File: src/rtl/odd_parity_serial_tx_pkg.sv
// Shared definitions for the odd-parity serial transmitter: state codes,
// frame geometry and the parity function.
`timescale 1ns/1ps
package odd_parity_pkg;

  localparam int DATA_BITS  = 3;
  localparam int FRAME_BITS = 6;

  localparam logic [2:0] ST_IDLE   = 3'd0;
  localparam logic [2:0] ST_START  = 3'd1;
  localparam logic [2:0] ST_DATA   = 3'd2;
  localparam logic [2:0] ST_PARITY = 3'd3;
  localparam logic [2:0] ST_STOP   = 3'd4;

  // High when the word has an even number of ones, so word+parity is odd.
  function automatic logic odd_parity(input logic [DATA_BITS-1:0] d);
    return ~(^d);
  endfunction

endpackage

File: src/rtl/odd_parity_serial_tx_if.sv
// Valid/ready word handshake into the serial transmitter.
`timescale 1ns/1ps
interface odd_parity_serial_tx_if;
  import odd_parity_pkg::*;

  logic [DATA_BITS-1:0] data_in;
  logic                 data_valid;
  logic                 data_ready;

  modport master (output data_in, output data_valid, input data_ready);
  modport slave  (input data_in, input data_valid, output data_ready);

endinterface

File: src/rtl/odd_parity_serial_tx_bit_timer.sv
// Bit-period timer: counts 0..CLKS_PER_BIT-1 and flags the wrap cycle.
`timescale 1ns/1ps
module odd_parity_bit_timer #(
  parameter int CLKS_PER_BIT = 4,
  parameter int CNT_W        = 8
) (
  input  logic clk,
  input  logic rst_n,
  input  logic clear,
  output logic bit_tick
);

  localparam logic [CNT_W-1:0] LAST = CNT_W'(CLKS_PER_BIT - 1);

  logic [CNT_W-1:0] cnt;

  assign bit_tick = (cnt == LAST);

  always_ff @(posedge clk or negedge rst_n) begin
    if (!rst_n)
      cnt <= '0;
    else if (clear || bit_tick)
      cnt <= '0;
    else
      cnt <= cnt + CNT_W'(1);
  end

endmodule

File: src/rtl/odd_parity_serial_tx.sv
// Framed serial transmitter: start, 3 data bits LSB-first, odd parity, stop.
`timescale 1ns/1ps
module odd_parity_serial_tx
  import odd_parity_pkg::*;
#(
  parameter int CLKS_PER_BIT = 4,
  parameter int CNT_W        = 8
) (
  input  logic                   clk,
  input  logic                   rst_n,
  odd_parity_serial_tx_if.slave  bus,
  output logic                   tx,
  output logic                   busy,
  output logic                   frame_done
);

  localparam logic [1:0] LAST_IDX = 2'(DATA_BITS - 1);

  logic [2:0]           state;
  logic [2:0]           state_next;
  logic [DATA_BITS-1:0] shift;
  logic                 parity;
  logic [1:0]           idx;
  logic [1:0]           idx_inc;
  logic                 hs;
  logic                 bit_tick;
  logic                 tx_d;
  logic                 busy_d;
  logic                 done_d;

  assign bus.data_ready = (state == ST_IDLE);
  assign hs             = bus.data_valid && bus.data_ready;
  assign idx_inc        = idx + 2'd1;

  odd_parity_bit_timer #(
    .CLKS_PER_BIT (CLKS_PER_BIT),
    .CNT_W        (CNT_W)
  ) u_timer (
    .clk      (clk),
    .rst_n    (rst_n),
    .clear    (hs),
    .bit_tick (bit_tick)
  );

  always_ff @(posedge clk or negedge rst_n) begin
    if (!rst_n)
      state <= ST_IDLE;
    else
      state <= state_next;
  end

  always_comb begin
    state_next = state;
    case (state)
      ST_IDLE:   if (hs)                          state_next = ST_START;
      ST_START:  if (bit_tick)                    state_next = ST_DATA;
      ST_DATA:   if (bit_tick && idx == LAST_IDX) state_next = ST_PARITY;
      ST_PARITY: if (bit_tick)                    state_next = ST_STOP;
      ST_STOP:   if (bit_tick)                    state_next = ST_IDLE;
      default:                                    state_next = ST_IDLE;
    endcase
  end

  // Next line value is computed one bit ahead so tx can be a plain register.
  always_comb begin
    tx_d   = tx;
    busy_d = (state_next != ST_IDLE);
    done_d = (state == ST_STOP) && bit_tick;
    case (state)
      ST_IDLE:   if (hs) tx_d = 1'b0;
      ST_START:  if (bit_tick) tx_d = shift[0];
      ST_DATA:   if (bit_tick) tx_d = (idx == LAST_IDX) ? parity : shift[idx_inc];
      ST_PARITY: if (bit_tick) tx_d = 1'b1;
      ST_STOP:   if (bit_tick) tx_d = 1'b1;
      default:   tx_d = 1'b1;
    endcase
  end

  always_ff @(posedge clk or negedge rst_n) begin
    if (!rst_n) begin
      tx         <= 1'b1;
      busy       <= 1'b0;
      frame_done <= 1'b0;
      shift      <= '0;
      parity     <= 1'b0;
      idx        <= '0;
    end else begin
      tx         <= tx_d;
      busy       <= busy_d;
      frame_done <= done_d;
      if (hs) begin
        shift  <= bus.data_in;
        parity <= odd_parity(bus.data_in);
      end
      if (state == ST_DATA && bit_tick)
        idx <= (idx == LAST_IDX) ? 2'd0 : idx_inc;
    end
  end

endmodule

File: src/flat_wrapper.sv
// flat-port wrapper written by rule: the top's interface ports become plain ports
module odd_parity_serial_tx_flat import odd_parity_pkg::*;
#(
  parameter int CLKS_PER_BIT = 4,
  parameter int CNT_W        = 8
)
  (clk, rst_n, tx, busy, frame_done, bus_data_in, bus_data_valid, bus_data_ready);
  odd_parity_serial_tx_if bus_i ();
  input  logic clk;
  input  logic rst_n;
  output logic tx;
  output logic busy;
  output logic frame_done;
  input wire logic [$bits(bus_i.data_in)-1:0] bus_data_in;
  input wire logic [$bits(bus_i.data_valid)-1:0] bus_data_valid;
  output wire logic [$bits(bus_i.data_ready)-1:0] bus_data_ready;
  assign bus_i.data_in = bus_data_in;
  assign bus_i.data_valid = bus_data_valid;
  assign bus_data_ready = bus_i.data_ready;
  odd_parity_serial_tx #(.CLKS_PER_BIT(CLKS_PER_BIT), .CNT_W(CNT_W)) u_core (.clk(clk), .rst_n(rst_n), .bus(bus_i), .tx(tx), .busy(busy), .frame_done(frame_done));
endmodule
File: config.mk
export PLATFORM = sky130hd
export DESIGN_NAME = odd_parity_serial_tx_flat
export DESIGN_NICKNAME = d
export VERILOG_FILES = /design/src/rtl/odd_parity_serial_tx_pkg.sv /design/src/rtl/odd_parity_serial_tx_if.sv /design/src/rtl/odd_parity_serial_tx_bit_timer.sv /design/src/rtl/odd_parity_serial_tx.sv /design/src/flat_wrapper.sv
export SDC_FILE = /design/constraint.sdc
export NUM_CORES = 1
export LEC_CHECK = 0
export ABC_AREA = 1
export CAP_MARGIN = 25
export CORE_MARGIN = 1
export CORE_UTILIZATION = 33
export CTS_CLUSTER_SIZE = 14
export DETAILED_ROUTE_END_ITERATION = 16
export SETUP_SLACK_MARGIN = 0.02
export SYNTH_ARGS = -nofsm -noshare
export SYNTH_HDL_FRONTEND = slang
export SYNTH_SLANG_ARGS = --single-unit
File: constraint.sdc
create_clock -name clk -period 1.4 [get_ports clk]
set_input_delay 0.28 -clock clk [delete_from_list [all_inputs] [get_ports clk]]
set_output_delay 0.28 -clock clk [all_outputs]
set_load 0.05 [all_outputs]
### Word-level counts from Yosys, hierarchy flattened

Index checks and enable logic that the tools add are counted.

| cells by class | value |
|---|---|
| add/sub/neg operators | 2 |
| order comparisons | 1 |
| equal/unequal tests | 10 |
| multiplexer cells | 16 |
| bitwise operators | 1 |
| reductions and logical operators | 10 |

Operators by type and width:

| operator | count |
|---|---|
| $mux W3 | 5 |
| $pmux W3 S5 | 1 |
| $add A8 B1 Y8 const B | 1 |
| $eq A8 B2 Y1 const B | 1 |
| $mux W8 | 1 |
| $eq A3 B2 Y1 const B | 2 |
| $mux W1 | 6 |
| $ne A2 B1 Y1 const B | 3 |
| $logic_and A1 B1 Y1 | 4 |
| $pmux W1 S4 | 1 |
| $reduce_and A4 Y1 | 1 |
| $eq A3 B1 Y1 const B | 1 |
| $eq A3 B3 Y1 const B | 1 |
| $logic_not A3 Y1 | 1 |
| $lt A2 B3 Y1 const B | 1 |
| $reduce_bool A3 Y1 | 1 |
| $reduce_xor A3 Y1 | 1 |
| $add A2 B1 Y2 const B | 1 |
| $bmux W1 S2 | 1 |
| $eq A2 B2 Y1 const B | 1 |
| $mux W2 | 1 |
| $ne A2 B2 Y1 const B | 1 |
| $reduce_or A2 Y1 | 1 |
| $logic_or A1 B1 Y1 | 1 |
| $not A1 Y1 | 1 |

| storage, ports and cells | value |
|---|---|
| register bits after elaboration | 20 |
| bits of input ports | 6 |
| output and inout bits | 4 |
| logic and storage cells | 48 |

### Logic depth before layout (Yosys ltp)

| depth | value |
|---|---|
| word-level depth | 6 |
| mapped depth | 9 |
| gate-level depth less buffers | 9 |

### Modules after synthesis

A second synthesis with hierarchy kept.

| second synthesis, totals | value |
|---|---|
| cell total of the unflattened synthesis | 154 |
| area, all modules | 1183.6 um^2 |

By module, submodules not included:

| module | instances | cells each | area an instance (um^2) |
|---|---|---|---|
| odd_parity_serial_tx | 1 | 95 | 729.4 |
| odd_parity_bit_timer | 1 | 59 | 454.2 |

### Worst setup path before layout

OpenSTA, ideal clock, no wires.

| timing path | value |
|---|---|
| path type | reg-to-reg |
| start | register u_core.state[0] |
| end | register u_core.shift[0] |
| library setup time | 121 ps |
| arrival time | 1240 ps |
| setup slack | 39 ps |
| cell stages (with the launch flop) | 8 |
| path buffers | 1 |
| cell sequence | dfrtp_1 nor2_2 inv_2 nor2_4 nand2_4 buf_6 nor2_1 a21oi_1 |

| between the ends | value |
|---|---|
| longest elaborated chain between the ends | 2 |

RTL lines:

| what | line | text |
|---|---|---|
| start: declaration | odd_parity_serial_tx.sv:19 | `logic [2:0] state;` |
| start signal: assignment | odd_parity_serial_tx.sv:49 | `state <= state_next;` |
| $logic_not A3 Y1 | odd_parity_serial_tx.sv:31 | `assign bus.data_ready = (state == ST_IDLE);` |
| named net bus_data_ready | flat_wrapper.sv:16 | `output wire logic [$bits(bus_i.data_ready)-1:0] bus_data_ready;` |
| $logic_and A1 B1 Y1 | odd_parity_serial_tx.sv:32 | `assign hs = bus.data_valid && bus.data_ready;` |
| end signal: assignment | odd_parity_serial_tx.sv:92 | `shift <= bus.data_in;` |
| end: declaration | odd_parity_serial_tx.sv:21 | `logic [DATA_BITS-1:0] shift;` |

The timed path passes the listed nets, and every way through them passes these cells.
A chain may end at the register's enable or synchronous reset.

### Worst setup path after layout

| timing path | value |
|---|---|
| start | register u_core.state[0] |
| end | output port bus_data_ready |

| between the ends | value |
|---|---|
| longest elaborated chain between the ends | 1 |

RTL lines:

| what | line |
|---|---|
| $logic_not A3 Y1 | odd_parity_serial_tx.sv:31 |
| end: declaration | flat_wrapper.sv:16 |

Every way passes these cells.

==> impl_metrics.toml <==
[floorplanning]
initial_utilization_pct = 34.78
core_mm2 = 0.003363
ios = 10
rows = 21
die-area_mm2 = 0.003787
die_w_um = 61.54
die_height_um = 61.54

[setup_path]
max_stage_delay_ns = 0.41
worstReg2RegEnd = "u_core.idx[1]$_DFFE_PN0P_"
worstPathCellList = "nor2_2, inv_2, nor2_4, buf_12"
criticalPathCategory = "reg2out"
endpoint_kind = "output pin"
crit_fanout = 2
slowest_stage = "dfrtp_1"
crit_required_ns = 1.12
cp-start-kind = "register"
crit_path_end = "bus_data_ready"
reg2reg_slack_ns = 0.09
r2r-start = "u_core.state[0]$_DFF_PN0_"
cp.arrival_ns = 1.19
crit_start = "u_core.state[0]$_DFF_PN0_"
r2r_cells = 7

[timing]
fin_ws_ns = -0.06927
tns_ns = -0.06927
finalSetupViolCount = 1
period_needed_ns = 1.469
hold_viol = 0
rsz0062_at_grt = "yes"
slew_headroom_pct = 82.30
fmax_mhz = 680.6
timing.hold.ws_ns = 0.2935
fin_skew_ns = 0.01071
fin_crit_sh_pct = 104.9
worstMarginPinSlew_ns = 0.2646
maxSlewViolCount = 0

[routing]
drtPass1Iterations = 4
finalWirelength_um = 2225
postRouteAntennaNets = 0
dr.first_iter.drc_count = 14
route.detailed.drc = 0
vias = 960
viasPerCell = 4.550
wl_per_cell_um = 10.55

[synthesis]
postSynthCellCount = 143
synth_most_common_cell = "nand2_1"
syn_area_mm2 = 0.001170
synth_top_family_by_area = "simple AND/OR/NAND/NOR gates"
synth-compound-area-share_pct = 4.813
ys_types = 24
synth_edf_count = 0
ys_warn_count = 0
synth_top_area_cell = "dfrtp_1"
synth_xor_area_share_pct = 2.995
synth_area_leaders = "dfrtp_1, nand2_1, nor2_1"
synth_flop_cell = "dfrtp_1"
syn_area_per_cell_um2 = 8.181
synth_seq_cells = 20
synth-adder-area-share_pct = 4.278
synthMuxAreaShare_pct = 0
synth_top_area_share_pct = 40.64
synth_fp_nets = 153
ys_seq_area_share_pct = 42.89
synth_top_cells_by_count = "nand2_1, nor2_1, dfrtp_1, inv_1, nand3_1"
synth-simple-area-share_pct = 36.68
async_flop_share_pct = 100.0

[power]
internal-power_mw = 1.635
power.static_leakage_nw = 0.7360
power.density_mw_per_mm2 = 1954
power_mw = 2.896
switchingPower_mw = 1.261
pwr-share-clk_pct = 9.9
pwr-share-comb_pct = 58.2
switching_share_pct = 43.54
ir_drop_uv = 478.1
sequentialPowerShare_pct = 32.0

[finish]
diodes = 0
syn_to_final_growth_pct = 26.74
fin_nets = 176
postLayoutCoreUtil_pct = 44.08
n_fill_cell = 367
drive_above_1_share_pct = 32.73
stdcell_area_mm2 = 0.001483
final-seq-area_um2 = 501.7
fin_cells = 211
multi_input_area_um2 = 605.6

[cts]
cts.sinks = 20
numCtsBuffers = 3
cts_tree = "built"
insertion_delay_ns = 0.31
cts_hold_buf = 0
clockBufferDepth = 2
clkTransAtPathRegs_ns = 0.11
ctsRootBufferMaster = "clkbuf_4"
cts_max_level = 1

[global_routing]
antenna_found_initial = 0
grt_overflow_total = 0
grt_pass1_vias = 919
grt_pass1_wl_um = 3698
grt_max_degree = 21
grt_usage_pct = 13.56

[hold_path]
hp-class = "in2async"

[status]
violations = "negative setup slack"
status = "finished, violations left"

[placed_design]
postPlaceCellArea_mm2 = 0.001354
place.gp.congestion = 0.8936
io_buffers = 9
dp.cells = 198
pre_cts_ws_ns = 0.07126
hpwl_um = 1662

[job]
cap_violations = 0
## kinds of logic after synthesis
kind of cell | count (synthesis)
xor gates and xnor gates | 4
and+or+nand+nor | 80
buffers and inverters | 24
DFF | 20
AOI/OAI and AO/OA | 11
adders and majority gates | 4
## how the worst min path moves through the flow
stage | startpoint | end | slack [ns] | cells past startpoint
2_1_floorplan | rst_n | u_core.busy$_DFF_PN0_ | -0.02 | 0
3_3_place_gp | u_core.u_timer.cnt[0]$_DFF_PN0_ | u_core.u_timer.cnt[0]$_DFF_PN0_ | 0.44 | 1
3_5_place_dp | u_core.u_timer.cnt[0]$_DFF_PN0_ | u_core.u_timer.cnt[0]$_DFF_PN0_ | 0.45 | 1
4_1_cts | rst_n | u_core.state[1]$_DFF_PN0_ | 0.30 | 2
5_1_grt | rst_n | u_core.frame_done$_DFF_PN0_ | 0.32 | 2
6_report | rst_n | u_core.state[1]$_DFF_PN0_ | 0.29 | 2
## layout by cell type, fill, tap and decap left out, drive strengths merged
| master | n |
|---|---|
| o22ai | 1 |
| o21ai | 4 |
| inv | 23 |
| nor3 | 4 |
| a21oi | 6 |
| dfstp | 1 |
| xnor2 | 1 |
| ha | 4 |
| xor2 | 3 |
| nand2 | 33 |
| nand3 | 12 |
| clkdlybuf4s50 | 5 |
| nor3b | 2 |
| nand3b | 1 |
| nor2 | 28 |
| clkbuf | 4 |
| buf | 14 |
| dfrtp | 19 |
## worst max-delay path, delay by kind of cell, from the launching register on
family	cells	cell delay (ns)
buffers and inverters	2	0.21
AND/OR/NAND/NOR	2	0.26
flip-flops	1	0.41
## registers in the layout, indices dropped and copies added, names as in the netlist
register / count
u_core.busy: 1
u_core.frame_done: 1
u_core.idx: 2
u_core.parity: 1
u_core.shift: 3
u_core.state: 3
u_core.tx: 1
u_core.u_timer.cnt: 8
## layout make-up
class / instances / share of cell area, %
Clock buffer: 4 / 1.772
Inverter: 23 / 5.823
Multi-Input combinational cell: 99 / 40.84
Sequential cell: 20 / 33.84
Tap cell: 46 / 3.882
Timing Repair Buffer: 19 / 13.84
## what timing repair did
action                     CTS  global route
pin swaps                    2             3
setup endpoints to repair    1            10
resized for setup            0            10
buffers inserted             4             5
## layer usage
layer | wire [um] | GRT usage, % | share of wire (%)
met1 | 940 | 15.65 | 42
met2 | 1153 | 23.81 | 52
met3 | 69 | 2.101 | 3.1
met4 | 61 | 7.619 | 2.7
met5 | 0 | 0 | 0
## power groups by stage
stage	Clock [mW]	Combinational (mW)	Sequential [mW]
after global routing	0.331	1.88	0.949
after floorplan	0	0.975	0.987
final	0.286	1.69	0.926
after CTS	0.304	1.55	0.911
after detailed placement	0	1.45	0.932
after global placement	0	1.41	0.921
Power figures use the tool's default switching activity.
